File: src/rtl/vigna_coproc_dispatch.sv
// Dispatches RV32 M-extension instructions to a coprocessor unit and writes the result back.
// Define VIGNA_COPROC_RESULT_CACHE_EN to add a single-entry result cache that skips the unit on a repeat.
module vigna_coproc_dispatch (
  input  logic        clk,
  input  logic        resetn,
  input  logic        issue_valid,
  output logic        issue_ready,
  input  logic [31:0] instr,
  input  logic [31:0] rs1_val,
  input  logic [31:0] rs2_val,
  output logic        cp_valid,
  input  logic        cp_ready,
  output logic [2:0]  cp_func,
  output logic [2:0]  cp_id,
  output logic [31:0] cp_op1,
  output logic [31:0] cp_op2,
  input  logic [31:0] cp_result,
  output logic        wb_valid,
  output logic [4:0]  wb_rd,
  output logic [31:0] wb_data,
  input  logic        wb_ready,
  output logic        illegal,
  input  logic        cache_flush
);

  typedef enum logic [1:0] {
    S_IDLE  = 2'd0,
    S_ISSUE = 2'd1,
    S_WB    = 2'd2
  } state_e;

  state_e      state_q, state_d;
  logic [2:0]  func_q, func_d;
  logic [4:0]  rd_q, rd_d;
  logic [31:0] op1_q, op1_d;
  logic [31:0] op2_q, op2_d;
  logic [31:0] res_q, res_d;
  logic        illegal_q, illegal_d;

  logic        accept;
  logic        is_m;
  logic        hit;
  logic [31:0] hit_res;
  logic        unused_instr;

  assign accept       = issue_valid && issue_ready;
  assign is_m         = (instr[6:0] == 7'b0110011) && (instr[31:25] == 7'b0000001);
  assign unused_instr = ^instr[24:15];

`ifdef VIGNA_COPROC_RESULT_CACHE_EN
  logic        c_valid_q, c_valid_d;
  logic [2:0]  c_func_q, c_func_d;
  logic [31:0] c_op1_q, c_op1_d;
  logic [31:0] c_op2_q, c_op2_d;
  logic [31:0] c_res_q, c_res_d;

  assign hit     = c_valid_q && (c_func_q == instr[14:12]) &&
                   (c_op1_q == rs1_val) && (c_op2_q == rs2_val);
  assign hit_res = c_res_q;

  // A flush in the same cycle as a capture wins, so the entry ends up invalid.
  always_comb begin
    c_valid_d = c_valid_q;
    c_func_d  = c_func_q;
    c_op1_d   = c_op1_q;
    c_op2_d   = c_op2_q;
    c_res_d   = c_res_q;
    if (cache_flush) begin
      c_valid_d = 1'b0;
    end else if (state_q == S_ISSUE && cp_ready) begin
      c_valid_d = 1'b1;
      c_func_d  = func_q;
      c_op1_d   = op1_q;
      c_op2_d   = op2_q;
      c_res_d   = cp_result;
    end
  end

  always_ff @(posedge clk) begin
    if (!resetn) begin
      c_valid_q <= 1'b0;
      c_func_q  <= 3'd0;
      c_op1_q   <= 32'd0;
      c_op2_q   <= 32'd0;
      c_res_q   <= 32'd0;
    end else begin
      c_valid_q <= c_valid_d;
      c_func_q  <= c_func_d;
      c_op1_q   <= c_op1_d;
      c_op2_q   <= c_op2_d;
      c_res_q   <= c_res_d;
    end
  end
`else
  logic unused_flush;
  assign unused_flush = cache_flush;
  assign hit          = 1'b0;
  assign hit_res      = 32'd0;
`endif

  always_comb begin
    state_d   = state_q;
    func_d    = func_q;
    rd_d      = rd_q;
    op1_d     = op1_q;
    op2_d     = op2_q;
    res_d     = res_q;
    illegal_d = 1'b0;
    case (state_q)
      S_IDLE: begin
        if (accept) begin
          func_d = instr[14:12];
          rd_d   = instr[11:7];
          op1_d  = rs1_val;
          op2_d  = rs2_val;
          if (!is_m) begin
            illegal_d = 1'b1;
          end else if (hit) begin
            res_d   = hit_res;
            state_d = (instr[11:7] == 5'd0) ? S_IDLE : S_WB;
          end else begin
            state_d = S_ISSUE;
          end
        end
      end
      S_ISSUE: begin
        // Operands stay in op*_q until the next accept, so they are stable for the unit's whole run.
        if (cp_ready) begin
          res_d   = cp_result;
          state_d = (rd_q == 5'd0) ? S_IDLE : S_WB;
        end
      end
      S_WB: begin
        if (wb_ready) state_d = S_IDLE;
      end
      default: state_d = S_IDLE;
    endcase
  end

  always_ff @(posedge clk) begin
    if (!resetn) begin
      state_q   <= S_IDLE;
      func_q    <= 3'd0;
      rd_q      <= 5'd0;
      op1_q     <= 32'd0;
      op2_q     <= 32'd0;
      res_q     <= 32'd0;
      illegal_q <= 1'b0;
    end else begin
      state_q   <= state_d;
      func_q    <= func_d;
      rd_q      <= rd_d;
      op1_q     <= op1_d;
      op2_q     <= op2_d;
      res_q     <= res_d;
      illegal_q <= illegal_d;
    end
  end

  // Ready is masked by resetn so the core sees the dispatcher busy for the whole reset window.
  assign issue_ready = resetn && (state_q == S_IDLE);
  assign cp_valid    = (state_q == S_ISSUE);
  assign cp_func     = func_q;
  assign cp_id       = 3'b001;
  assign cp_op1      = op1_q;
  assign cp_op2      = op2_q;
  assign wb_valid    = (state_q == S_WB);
  assign wb_rd       = rd_q;
  assign wb_data     = res_q;
  assign illegal     = illegal_q;

endmodule

File: config.mk
export PLATFORM = sky130hd
export DESIGN_NAME = vigna_coproc_dispatch
export DESIGN_NICKNAME = d
export VERILOG_FILES = /design/src/rtl/vigna_coproc_dispatch.sv
export SDC_FILE = /design/constraint.sdc
export NUM_CORES = 1
export LEC_CHECK = 0
export ABC_AREA = 1
export ABC_CLOCK_PERIOD_IN_PS = 2400
export BUFFER_PORTS_ARGS = -buffer_cell sky130_fd_sc_hd__buf_2
export CELL_PAD_IN_SITES_DETAIL_PLACEMENT = 1
export CELL_PAD_IN_SITES_GLOBAL_PLACEMENT = 1
export CORE_UTILIZATION = 30
export CTS_BUF_LIST = sky130_fd_sc_hd__clkbuf_8
export CTS_CLUSTER_SIZE = 16
export DETAILED_ROUTE_END_ITERATION = 7
export GPL_TIMING_DRIVEN = 1
export PLACE_DENSITY = 0.81
export SLEW_MARGIN = 30
export SYNTH_ARGS = -nofsm -noshare
export SYNTH_HDL_FRONTEND = slang
export SYNTH_SLANG_ARGS = --single-unit
File: constraint.sdc
create_clock -name clk -period 2.4 [get_ports clk]
set_input_delay 0.48 -clock clk [delete_from_list [all_inputs] [get_ports clk]]
set_output_delay 0.48 -clock clk [all_outputs]
set_load 0.01 [all_outputs]
==> results.json <==
{
  "status": "completed",
  "fin_util_pct": 42.30,
  "clk_latency_ns": 0.37,
  "grt_max_degree": 81,
  "syn_avg_cell_area_um2": 7.742,
  "drc": 0,
  "synth_top_area_share_pct": 55.33,
  "path_buf_inv": 2,
  "clk_pin_slew_ns": 0.10,
  "synth_cell_type_count": 15,
  "ios": 245,
  "route.final.wire_length_um": 11990,
  "powerDensity_mw_per_mm2": 687.3,
  "setup_viol": 0,
  "worstSetupEndpointType": "primary output",
  "grt_pass1_vias": 4018,
  "synth_area_leaders": "dfxtp_1, nand2_1, o21ai_0",
  "worstHoldStart": "rs1_val[15]",
  "worstReg2RegEnd": "cp_op1[22]",
  "drt-initial-drc-count": 130,
  "ant_nets": 0,
  "tightestPinTransition_ns": 0.6467,
  "cts_resized": 0,
  "critPathRequiredTime_ns": 1.92,
  "min_period_ns": 1.791,
  "die_h_um": 115.6,
  "slew_headroom_pct": 56.88,
  "finalMaxSlewViolations": 0,
  "fin_nets": 844,
  "synth_top_cell_by_area": "dfxtp_1",
  "skew_ns": 0.009378,
  "first_pass_iters": 4,
  "r2r_start": "state_q[1]",
  "cts_sinks": 107,
  "postCtsSetupRepairBufs": 0,
  "final_cell_mix": "buf_2, nand2_1, dfxtp_1",
  "wl_per_cell_um": 13.50,
  "holdPathEnd": "cp_op1[15]",
  "finalPower_mw": 3.669,
  "antenna_found_initial": 0,
  "num_rows": 41,
  "core-area_mm2": 0.01262,
  "ys_seq_elements": 107,
  "syn2layout_area_growth_pct": 37.88,
  "die_area_mm2": 0.01336,
  "max_stage_delay_ns": 0.39,
  "vias": 4028,
  "synth_cells": 500,
  "grt_pass1_wl_um": 18520,
  "layout_commonest_cell": "buf_2",
  "die_x_um": 115.6,
  "drive_above_1_share_pct": 35.80,
  "initial_core_util_pct": 30.68,
  "gp_congestion": 0.7189,
  "finalHoldViolations": 0,
  "grt.overflow.total": 0,
  "grt_use_total_pct": 17.73,
  "p_leak_nw": 2.525,
  "place_inst": 871,
  "hold_path_depth": 3,
  "critPathSlowestCell": "dfxtp_1",
  "rr_worst_depth": 5,
  "cts_buffers": 9,
  "worstSetupStartpointType": "flip-flop",
  "path_cells": "inv_1 > nor2_2 > buf_2",
  "peakVddDrop_mv": 0.2816,
  "fin_cells": 888,
  "root_buffer": "clkbuf_8",
  "yosys_warnings": 0,
  "finalCritPeriodShare_pct": 74.64,
  "setup-tns-final_ns": 0,
  "critPathTopFamily": "flip-flops",
  "tritoncts": "done",
  "hp-class": "in2reg",
  "h-tree-depth": 3,
  "cp.arrival_ns": 1.31,
  "hpwl_um": 9041,
  "yosysSeqAreaShare_pct": 55.33,
  "syn_area_mm2": 0.003871,
  "rsz0062_at_grt": "false",
  "path_class": "reg2out",
  "port_buffers": 230,
  "fmaxAchievable_mhz": 558.2,
  "cap_violations": 0,
  "holdBufCountCts": 0,
  "fin_ws_ns": 0.6086,
  "worst-path-max-fanout": 8,
  "vias_per_cell": 4.536,
  "reg2reg_slack_ns": 0.75,
  "clock_path_buffers": 2,
  "dp_slack_ns": 0.2970
}
==> worst min-delay path, stage by stage <==
cell and delay (ns):
buf_2 0.07, nand2_1 0.04, o21ai_0 0.05
==> power by group <==
part | internal (mW) | total, mW | switching, mW
combinational | 0.191 | 0.453 | 0.262
sequential | 1.88 | 1.93 | 0.0518
clock | 0.672 | 1.29 | 0.613
total | 2.74 | 3.67 | 0.927
==> registers in the layout, indices dropped and copies added, names as in the netlist <==
register and flops:
cp_func 3, cp_op1 32, cp_op2 32, illegal 1
state_q 2, wb_data 32, wb_rd 5
==> Yosys cell counts, drive strengths merged <==
library cell / number
nand4: 1
buf: 22
clkbuf: 17
nor2: 12
nand3: 34
o31ai: 1
nand2: 178
o21ai: 73
a21oi: 39
conb: 2
dfxtp: 107
inv: 14
==> per-layer routing <==
layer	global-route usage (%)	routed length (um)	up-vias
met4	8.745	304	0
li1	-	-	2023
met2	31.38	5880	151
met1	18.76	4761	1831
met3	6.119	1045	23
met5	0	0	-
==> kinds of logic after synthesis <==
logic type / after synthesis / share of synthesized area (%)
AND/OR/NAND/NOR: 225 / 23.24
AO/OA/AOI/OAI: 113 / 14.67
flip-flops: 107 / 55.33
buffers and inverters: 53 / 6.561
other: 2 / 0.1940
==> worst max path at each step <==
stage | cells after the start | from | to
final | 3 | state_q[0] | cp_valid
after global routing | 3 | state_q[0] | cp_valid
after CTS | 3 | state_q[0] | cp_valid
after detailed placement | 5 | resetn | cp_op1[22]
after global placement | 5 | resetn | cp_op2[20]
after floorplan | 3 | state_q[0] | cp_valid
==> per-stage QoR <==
stage	hold WS (ns)	area, um^2
6_report	0.2978	5338
5_1_grt	0.2774	5335
4_1_cts	0.2761	5335
3_5_place_dp	0.4500	5097
3_3_place_gp	0.4453	5097
2_1_floorplan	0.4840	3875
==> area by class of cell <==
type                            instances  area, um^2
Fill cell                            1669        7282
Sequential cell                       107        2142
Multi-Input combinational cell        341        1484
Timing Repair Buffer                  237        1204
Tap cell                              172       215.2
Clock buffer                           12       165.2
Clock inverter                          4       72.57
Inverter                               14       52.55
Antenna cell                            1       2.502
Power figures use the tool's default switching activity.
